[config.mk]
export PLATFORM = sky130hd
export DESIGN_NAME = riscv_fetch_unit
export DESIGN_NICKNAME = d
export VERILOG_FILES = /design/src/rtl/riscv_fetch_unit.sv
export SDC_FILE = /design/constraint.sdc
export NUM_CORES = 1
export LEC_CHECK = 0
export ABC_CLOCK_PERIOD_IN_PS = 5750
export CAP_MARGIN = 10
export CORE_UTILIZATION = 35
export CTS_CLUSTER_SIZE = 20
export DETAILED_ROUTE_END_ITERATION = 10
export DONT_BUFFER_PORTS = 1
export GPL_TIMING_DRIVEN = 1
export PLACE_DENSITY = 0.51
export SYNTH_ARGS = -nofsm -noshare
export SYNTH_HDL_FRONTEND = slang
export SYNTH_SLANG_ARGS = --single-unit
[constraint.sdc]
create_clock -name CLK -period 5.75 [get_ports CLK]
set_clock_uncertainty 0.05 [all_clocks]
set_input_delay 0.575 -clock CLK [delete_from_list [all_inputs] [get_ports CLK]]
set_output_delay 0.575 -clock CLK [all_outputs]
set_load 0.02 [all_outputs]
[src/rtl/riscv_fetch_unit.sv]
// Instruction fetch stage: owns the PC, issues one-cycle-latency reads to the
// I-SRAM, queues {pc, instr} pairs and hands them to decode via valid/ready.
// A redirect flushes the queue and restarts fetch at the new PC.
module riscv_fetch_unit #(
  parameter logic [31:0] RESET_PC = 32'h0000_0000,
  parameter int unsigned DEPTH    = 4,
  parameter int unsigned AW       = 2
) (
  input  logic        CLK,
  input  logic        RST,
  output logic        I_MEM_CSN,
  output logic [31:0] I_MEM_ADDR,
  input  logic [31:0] I_MEM_DI,
  input  logic        REDIRECT_VALID,
  input  logic [31:0] REDIRECT_PC,
  output logic        OUT_VALID,
  input  logic        OUT_READY,
  output logic [31:0] OUT_PC,
  output logic [31:0] OUT_INSTR
);

  typedef enum logic {
    ST_RUN,
    ST_DROP
  } state_t;

  localparam logic [AW+1:0] DEPTH_OCC = (AW+2)'(DEPTH);
  localparam logic [AW:0]   DEPTH_CNT = (AW+1)'(DEPTH);

  state_t        state_q, state_d;
  logic [31:0]   pc_q;
  logic [31:0]   issued_pc_q;
  logic          inflight_q;
  logic [AW:0]   count_q;
  logic [AW-1:0] rd_ptr_q;
  logic [AW-1:0] wr_ptr_q;
  logic [31:0]   pc_mem    [DEPTH];
  logic [31:0]   instr_mem [DEPTH];

  logic          issue;
  logic          push;
  logic          pop;
  logic [AW+1:0] occupancy;

  // Issue/capture/pop decisions and next FSM state. Issue counts the read in
  // flight as occupied so a returning word always has a free slot.
  always_comb begin
    state_d   = ST_RUN;
    occupancy = {1'b0, count_q} + {{(AW+1){1'b0}}, inflight_q};
    issue     = !RST && !REDIRECT_VALID && (occupancy < DEPTH_OCC);
    push      = !RST && !REDIRECT_VALID && inflight_q && (state_q == ST_RUN);
    pop       = OUT_VALID && OUT_READY && !REDIRECT_VALID;
    if (REDIRECT_VALID && inflight_q) begin
      state_d = ST_DROP;
    end
  end

  // Memory request and queue head outputs; forced to their idle values in reset.
  always_comb begin
    I_MEM_CSN  = !issue;
    I_MEM_ADDR = RST ? RESET_PC : pc_q;
    OUT_VALID  = !RST && (count_q != '0);
    OUT_PC     = RST ? '0 : pc_mem[rd_ptr_q];
    OUT_INSTR  = RST ? '0 : instr_mem[rd_ptr_q];
  end

  // PC, pointers, occupancy, in-flight flag and FSM state.
  always_ff @(posedge CLK) begin
    if (RST) begin
      state_q     <= ST_RUN;
      pc_q        <= RESET_PC;
      issued_pc_q <= RESET_PC;
      inflight_q  <= 1'b0;
      count_q     <= '0;
      rd_ptr_q    <= '0;
      wr_ptr_q    <= '0;
    end else begin
      state_q    <= state_d;
      inflight_q <= issue;
      if (issue) begin
        pc_q        <= pc_q + 32'd4;
        issued_pc_q <= pc_q;
      end
      if (REDIRECT_VALID) begin
        pc_q     <= REDIRECT_PC & ~32'h3;
        count_q  <= '0;
        rd_ptr_q <= '0;
        wr_ptr_q <= '0;
      end else begin
        if (push) wr_ptr_q <= wr_ptr_q + AW'(1);
        if (pop)  rd_ptr_q <= rd_ptr_q + AW'(1);
        if (push && !pop)      count_q <= count_q + (AW+1)'(1);
        else if (!push && pop) count_q <= count_q - (AW+1)'(1);
      end
    end
  end

  // Queue storage: captures the returning SRAM word with the PC it was fetched from.
  always_ff @(posedge CLK) begin
    if (push) begin
      pc_mem[wr_ptr_q]    <= issued_pc_q;
      instr_mem[wr_ptr_q] <= I_MEM_DI;
    end
  end

  // The issue throttle must make a push into a full queue impossible.
  assert property (@(posedge CLK) disable iff (RST) !(push && (count_q == DEPTH_CNT)));

endmodule

* Word-level counts from Yosys, hierarchy flattened
Memory sizes are Yosys's and may differ from the RTL's. A register that Yosys moved wholly into a read port is not among the register bits. Cells that the tools add are included.
Operators by class: $lt $le $gt $ge 1, add/sub/neg operators 6, bitwise operators 1, reduce and logical (&&, ||, !) cells 19, mux-type cells 14
Operators with widths (number):
- $mux 32 | 5
- $add 32x3->32 const B | 1
- $logic_and 1x1->1 | 10
- $mux 2 | 4
- $mux 3 | 2
- $logic_not 1->1 | 5
- $add 2x1->2 const B | 2
- $add 3x1->4 | 1
- $lt 4x3->1 const B | 1
- $reduce_bool 2->1 | 2
- $add 3x1->3 const B | 1
- $mux 1 | 3
- $reduce_bool 3->1 | 1
- $sub 3x1->3 const B | 1
- $reduce_or 2->1 | 1
- $not 1->1 | 1
Storage, ports and cells: logic and storage cells 51, output and inout bits 98, memories 2, bits in writable memories 256, input port bits 68, bits in registers 73
Memory list:
- instr_mem | words 4, width 32, read ports 1, clocked after memory_dff 1, wr ports 1, RTL line 38 | logic [31:0] instr_mem [DEPTH];
- pc_mem | words 4, width 32, read ports 1, clocked after memory_dff 1, wr ports 1, RTL line 37 | logic [31:0] pc_mem [DEPTH];

* Longest topological paths before layout
Gate-level depths: netlist of run 1.
depth after elaboration 8, gate-level depth with buffers 10, gate-level depth less buffers 8

* Worst setup path before layout of run 1
Ideal clock, no wire load.
path kind input-to-reg, start point in REDIRECT_VALID, end point mem instr_mem[0][0], enable pin, buffers on the path 2, library setup time 427 ps, data arrival time 2706 ps, cell stages on the path 4, required time 5273 ps, slack 2567 ps, cell sequence clkbuf_1 -> nor2_1 -> clkbuf_1 -> and3_1
Between the ends: word-level cells in the longest chain between the ends 6
RTL lines:
- start: declaration | RTL line 14 | input logic REDIRECT_VALID,
- $logic_not 1->1 | RTL line 51 | push = !RST && !REDIRECT_VALID && inflight_q && (state_q == ST_RUN);
- $logic_and 1x1->1 (3 in a row) | RTL line 51
- $mux 1 | RTL line 100 | if (push) begin
- $mux 1 (implied by the code) | RTL line 102 | instr_mem[wr_ptr_q] <= I_MEM_DI;
- end: declaration | RTL line 38
Every way passes these cells.

==> results of run 1 <==
==> area by class of cell <==
cell class	instances	area (sq um)
clock buffer	42	996.0
clock inverter	22	200.2
fill	3397	21960
inverter	10	37.54
multi-input combinational	485	3906
sequential	319	8876
tap	468	585.6
timing repair buffer	7	52.55
==> cells in the mapped netlist, drive strengths merged (5+ instances only) <==
cell,count,area share
a21oi,44,0.017
a31o,5,0.0034
a31oi,18,0.0086
and2,70,0.034
and3,11,0.0053
and4,6,0.0040
buf,17,0.0067
clkbuf,44,0.013
dfxtp,71,0.11
edfxtp,248,0.57
ha,6,0.0058
inv,10,0.0029
mux4,62,0.11
nand2,87,0.025
nand3,18,0.0069
nand4,17,0.0098
nor2,20,0.0058
nor2b,30,0.014
nor3,8,0.0031
nor4,9,0.0048
o211ai,9,0.0052
o21ai,5,0.0019
or3,11,0.0053
or4,6,0.0037
==> flip-flops by register name (all words and copies together) (netlist names), named ones only <==
signal	flops
instr_mem	128
pc_mem	120
issued_pc_q	30
pc_q	30
count_q	3
rd_ptr_q	2
wr_ptr_q	2
inflight_q	1
state_q	1
==> worst max-delay path, stage by stage, from the launching register on <==
cell and delay [ps]:
sky130_fd_sc_hd__dfxtp_4 940, sky130_fd_sc_hd__buf_4 510, sky130_fd_sc_hd__mux4_2 580, sky130_fd_sc_hd__and2_1 250
==> cell families after synthesis <==
family                     after synthesis
other                                    1
muxes                                   64
buffers and inverters                   71
AOI/OAI and AO/OA                      106
DFF                                    319
adders and majority gates                7
xor gates and xnor gates                 6
and+or+nand+nor                        298
==> power breakdown <==
part           total (W)  internal, W  switching, W  leakage [nW]
registers        0.00254      0.00250     0.0000423          3.01
clock network    0.00228      0.00138      0.000900         0.586
logic           0.000137    0.0000443     0.0000925          1.13
total            0.00496      0.00392       0.00103          4.73
==> routing by layer <==
layer,up-vias,share of wire
met3,29,0.068
met5,-,0
met2,225,0.46
met4,0,0.013
met1,3599,0.46
li1,3310,-
==> final timing paths <==
path,startpoint,to,cells past startpoint
worst min register to register,issued_pc_q[29]$_SDFFE_PP0P_,issued_pc_q[29]$_SDFFE_PP0P_,2
worst max-delay path,flip-flop,OUT_INSTR[23],3
worst min-delay path,RST,pc_q[21]$_SDFFE_PP0P_,1
worst max register to register,inflight_q$_SDFF_PP0_,pc_mem[0][21]$_DFFE_PP_,3
==> per-stage QoR <==
step	cells	hold slack (ps)	area [sq um]	utilization	total power (W)
floorplan	875	407.8	13050	-	0.002702
global placement	1289	424.3	13460	0.3676	0.002731
detailed placement	1289	433.5	13460	0.3676	0.002732
CTS	1353	50.81	14650	0.4003	0.005023
global route	1353	52.79	14650	0.4003	0.005122
finish	1353	87.76	14650	0.4003	0.004958
==> results.cfg, run 1 <==
[logic_synthesis]
synth_async_sr_flop_share = 0
yosysSeqAreaShare = 0.6804
muxShareOfSynthArea = 0.1088
synth-main-ff-cell = sky130_fd_sc_hd__edfxtp_1
synth-adder-area-share = 0.007296
synth-xor-area-share = 0.004032
syn_area_sq_mm = 0.01303
synth-warning-count = 0
simple_gate_share_of_the_synthesized_area = 0.1242
complex_gate_fraction_of_the_synthesized_area = 0.05251
yosys_reg_bits = 319
largest_family_of_logic_cells_by_synthesized_area = simple AND/OR/NAND/NOR gates
yosysUniqueCellTypes = 56
synth_edf_count = 248
cells_after_synthesis = 872
post_synth.cell_area_avg_sq_um = 14.95

[routing]
routedWlPerCell_um = 21.46
antenna_violating_nets_post_route = 0
vias = 7163
route.final.wire_length_um = 29030
route.detailed.vias_per_inst = 5.294
drtIter0Drc = 419
detail_route.first_pass.iterations = 7
drc_viols = 0

[timing]
final_min_period_ps = 3462
tightestPinTransition_ps = 1170
final-setup-viol-count = 0
timing_hold_violations_final = 0
rsz_0062_raised_after_global_routing = false
clock.fmax_mhz = 288.8
max_slew_margin = 0.2128
finalSetupTns_ps = 0
drv_slew = 0
final_critical_path_setup_slack_ps = 2288
layout_worst_path_cycle_share = 0.6021

[pwr]
power_density_mw_per_mm2 = 338.3
irDropWorstVdd_v = 0.0001706
static-leakage-power_nw = 4.729

[global_routing]
met3_layer_usage_reported_by_global_route = 0.03955
globalRouteTotalUtil = 0.1555
grt.met1_usage = 0.2179
grt_antenna_before_repair = 0
grt_pass1_wl_um = 45290
via_count_of_the_first_global_routing_pass = 7406
grt_max_degree = 97
gr-usage-met2 = 0.2402
grt_busiest_layer = met2
total_gr_overflow = 0

[die]
ioPinCount = 166
die_x_um = 195.0
design.die.area_sq_mm = 0.03802
std_cell_rows = 70
initial_util = 0.3560
core_region_area_sq_mm = 0.03661
height_of_the_die_um = 195.0

[min_path]
worstHoldPathType = input port to flip-flop

[placed_design]
preCtsSetupSlack_ps = 2686
port-buffer-count = 0
hpwlAfterDp_um = 16710
gp_congestion = 0.7878

[layout]
layout_commonest_cell = sky130_fd_sc_hd__edfxtp_1
synthToLayoutAreaGrowth_pct = 12.43
fraction_of_layout_cells_with_a_size_suffix_above_1 = 0.1650
final_nets = 934
ant_diodes = 0
layout.cells.most_common_list = 248 x sky130_fd_sc_hd__edfxtp_1, 87 x sky130_fd_sc_hd__nand2_1, 70 x sky130_fd_sc_hd__and2_1, 69 x sky130_fd_sc_hd__dfxtp_1, 62 x sky130_fd_sc_hd__mux4_2

[clock_tree]
clock_latency_ps = 510
cts_buffer_depth = 3
cts_made_buffers = 36
cts_clock_pin_slew_for_the_worst_setup_and_hold_paths_ps = 60
postCtsSetupBuffers = 0
cts.sinks = 319
postCtsResizedCells = 0
h_tree_levels = 2
holdBufCountCts = 0
tritoncts = done
ctsRootBufferMaster = sky130_fd_sc_hd__clkbuf_16

[setup_path]
kind_of_critical_path = flip-flop to output pin
worst-endpoint-arrival_ps = 2840
r2r_slack_ps = 3260
endpoint_kind = output pin
cp-start-kind = flip-flop
critical_path_peak_fanout = 43
critical_path_required_ps = 5120

[job]
max_cap_viol = 0

[run_status]
outcome = finished clean
Note: power is estimated with default switching activity, not from simulation.
==> inputs of run 2 (changes only) <==
--- a/config.mk
+++ b/config.mk
@@ -5,14 +5,15 @@
 export SDC_FILE = /design/constraint.sdc
 export NUM_CORES = 1
 export LEC_CHECK = 0
-export ABC_CLOCK_PERIOD_IN_PS = 5750
+export ABC_AREA = 1
+export ABC_CLOCK_PERIOD_IN_PS = 2900
 export CAP_MARGIN = 10
 export CORE_UTILIZATION = 35
 export CTS_CLUSTER_SIZE = 20
 export DETAILED_ROUTE_END_ITERATION = 10
 export DONT_BUFFER_PORTS = 1
 export GPL_TIMING_DRIVEN = 1
-export PLACE_DENSITY = 0.51
+export PLACE_DENSITY = 0.53
 export SYNTH_ARGS = -nofsm -noshare
 export SYNTH_HDL_FRONTEND = slang
 export SYNTH_SLANG_ARGS = --single-unit
==> constraint.sdc (replaced) <==
create_clock -name CLK -period 2.9 [get_ports CLK]
set_clock_uncertainty 0.05 [all_clocks]
set_input_delay 0.29 -clock CLK [delete_from_list [all_inputs] [get_ports CLK]]
set_output_delay 0.29 -clock CLK [all_outputs]
set_load 0.02 [all_outputs]
==> results.cfg, run 2 <==
[run_status]
outcome = finished clean

[setup_path]
endpoint_kind = flip-flop
cp-start-kind = input port
critical_path_peak_fanout = 24
timing.reg2reg.worst_path_depth = 8
kind_of_critical_path = input port to flip-flop
critical_path_required_ps = 3320
worst-endpoint-arrival_ps = 2850

[layout]
ant_diodes = 0
final_nets = 1491
layout.area.seq_sq_mm = 0.008874
multi_input_combinational_cell_area_sq_mm = 0.003867
layout_commonest_cell = sky130_fd_sc_hd__nor2_1
fin_util = 0.4248
layout.cells.most_common_list = 349 x sky130_fd_sc_hd__nor2_1, 248 x sky130_fd_sc_hd__edfxtp_1, 172 x sky130_fd_sc_hd__o21ai_0, 127 x sky130_fd_sc_hd__nand2_1, 101 x sky130_fd_sc_hd__a21oi_1
largest_register = instr_mem
flip_flop_count_of_the_largest_register_all_copies_and_words_added = 128
n_fill_cell = 3618
layout_top_registers = instr_mem x128, pc_mem x120
synthToLayoutAreaGrowth_pct = 19.53
fraction_of_layout_cells_with_a_size_suffix_above_1 = 0.08322

[placed_design]
port-buffer-count = 0
hpwlAfterDp_um = 19340
gp_congestion = 0.8602

[global_routing]
grt_max_degree = 94
total_gr_overflow = 0
globalRouteTotalUtil = 0.1711
grt_pass1_wl_um = 51480
via_count_of_the_first_global_routing_pass = 9120
grt_antenna_before_repair = 0

[clock_tree]
postCtsSetupBuffers = 0
cts.sinks = 319
clock_latency_ps = 520
h_tree_levels = 2
tritoncts = done
cts_clock_pin_slew_for_the_worst_setup_and_hold_paths_ps = 60
cts_buffer_depth = 3
cts_made_buffers = 37
ctsRootBufferMaster = sky130_fd_sc_hd__clkbuf_16

[job]
max_cap_viol = 0

[logic_synthesis]
yosysUniqueCellTypes = 33
yosysSeqAreaShare = 0.6625
post_synth.cell_area_avg_sq_um = 9.983
synth_top_cells_by_count = 353 x sky130_fd_sc_hd__nor2_1, 248 x sky130_fd_sc_hd__edfxtp_1, 172 x sky130_fd_sc_hd__o21ai_0, 127 x sky130_fd_sc_hd__nand2_1, 101 x sky130_fd_sc_hd__a21oi_1
cells_after_synthesis = 1341
synth_edf_count = 248
synth-warning-count = 0
synth_most_common_cell = sky130_fd_sc_hd__nor2_1
yosys_reg_bits = 319
synth.largest_area_cell = sky130_fd_sc_hd__edfxtp_1
ys_top_cells_by_area = sky130_fd_sc_hd__edfxtp_1 56%, sky130_fd_sc_hd__dfxtp_1 11%, sky130_fd_sc_hd__nor2_1 9.9%, sky130_fd_sc_hd__o21ai_0 6.4%, sky130_fd_sc_hd__a21oi_1 3.8%
post-synth-top-area-fraction = 0.5563
synth_async_sr_flop_share = 0
synth-main-ff-cell = sky130_fd_sc_hd__edfxtp_1
syn_area_sq_mm = 0.01339

[die]
initial_util = 0.3554
ioPinCount = 166
core_region_area_sq_mm = 0.03767
design.die.area_sq_mm = 0.03903
height_of_the_die_um = 197.6
die_x_um = 197.6
std_cell_rows = 71

[timing]
finalHoldWorstSlack_ps = 30.14
rsz_0062_raised_after_global_routing = false
timing_hold_violations_final = 0
final-setup-viol-count = 0
layout_worst_path_cycle_share = 0.8401
finalSetupTns_ps = 0
final_min_period_ps = 2436
clock.fmax_mhz = 410.5
max_slew_margin = 0.3655
drv_slew = 0
tightestPinTransition_ps = 951.8

[routing]
drtIter0Drc = 542
vias = 9514
detail_route.first_pass.iterations = 5
antenna_violating_nets_post_route = 0
route.detailed.vias_per_inst = 4.871
drc_viols = 0
route.final.wire_length_um = 33530
routedWlPerCell_um = 17.17

[min_path]
whs_path_depth = 4
worstHoldPathType = input port to flip-flop

[pwr]
power_density_mw_per_mm2 = 627.6
static-leakage-power_nw = 5.770
irDropWorstVdd_v = 0.0002933
## run 2: changes by cell type after synthesis, moves of 11 or more
cell | previous run | this run
sky130_fd_sc_hd__a21oi_1 | 44 | 101
sky130_fd_sc_hd__a31oi_1 | 18 | 3
sky130_fd_sc_hd__and2_1 | 70 | 1
sky130_fd_sc_hd__and3_1 | 11 | 0
sky130_fd_sc_hd__buf_2 | 7 | 18
sky130_fd_sc_hd__inv_1 | 10 | 92
sky130_fd_sc_hd__mux4_2 | 62 | 0
sky130_fd_sc_hd__nand2_1 | 87 | 127
sky130_fd_sc_hd__nand3_1 | 18 | 35
sky130_fd_sc_hd__nor2_1 | 20 | 353
sky130_fd_sc_hd__nor2b_1 | 30 | 0
sky130_fd_sc_hd__o21ai_0 | 5 | 172
sky130_fd_sc_hd__or3_1 | 11 | 0
## run 2: final timing paths
| path | to | slack [ps] | start |
|---|---|---|---|
| max | pc_q[16]$_SDFFE_PP0P_ | 460 | REDIRECT_VALID |
| min | pc_q[22]$_SDFFE_PP0P_ | 30 | REDIRECT_VALID |
| max reg2reg | pc_q[16]$_SDFFE_PP0P_ | 640 | count_q[0]$_SDFFE_PP0P_ |
| min reg2reg | flip-flop | 410 | rd_ptr_q[1]$_SDFFE_PP0P_ |
## run 2: area by class of cell
class,instances,area share
flip-flops and latches,319,0.5545
clock inverters,19,0.009774
well taps,511,0.03996
repair buffers,108,0.06756
inverters,96,0.02260
clock buffers,46,0.06388
multi-input cells,854,0.2417
## run 2: repair_timing
item / 4_1_cts / 5_1_grt
gates resized for setup: 0 / 1
hold buffers: 58 / 0
setup endpoints to repair: 0 / 1
hold endpoints to repair: 180 / 0
## run 2: where the power goes
part	internal, W	total [W]	switching [W]
Clock	0.00268	0.00448	0.00180
Combinational	0.000165	0.000482	0.000317
Sequential	0.00500	0.00508	0.0000743
Total	0.00785	0.0100	0.00219
## run 2: logic make-up after synthesis
family	Yosys count	synth area share
buffers and inverters	171	0.05169
xor gates and xnor gates	4	0.002617
other	1	0.0002801
DFF	319	0.6625
adders and majority gates	7	0.007103
AOI/OAI and AO/OA	298	0.1154
and+or+nand+nor	541	0.1604
## run 2: metal layers
layer | routed length [um] | vias to the layer above | part of all wire | global-route usage
met2 | 15470 | 258 | 0.46 | 0.2775
met1 | 15480 | 4516 | 0.46 | 0.2326
met3 | 1933 | 50 | 0.058 | 0.03415
met4 | 640 | 0 | 0.019 | 0.04622
li1 | - | 4690 | - | -
met5 | 0 | - | 0 | 0
## run 2: through the flow
stage	instance area (sq um)	power, W	instances	setup slack, ps
after CTS	16000	0.01017	1953	75.37
final	16000	0.01004	1953	463.9
after detailed placement	14230	0.005556	1830	752.7
after floorplan	13410	0.005458	1344	-143.5
after global routing	16000	0.01040	1953	256.1
after global placement	14230	0.005550	1830	766.3
## run 2: worst max-delay path: stages
cell and delay, ps:
sky130_fd_sc_hd__dlymetal6s4s_1 790, sky130_fd_sc_hd__nor2_4 160, sky130_fd_sc_hd__nand3_2 130, sky130_fd_sc_hd__nand2_1 300, sky130_fd_sc_hd__buf_4 290, sky130_fd_sc_hd__o21ai_0 140
sky130_fd_sc_hd__inv_1 60, sky130_fd_sc_hd__a21oi_1 130, sky130_fd_sc_hd__dlygate4sd3_1 550
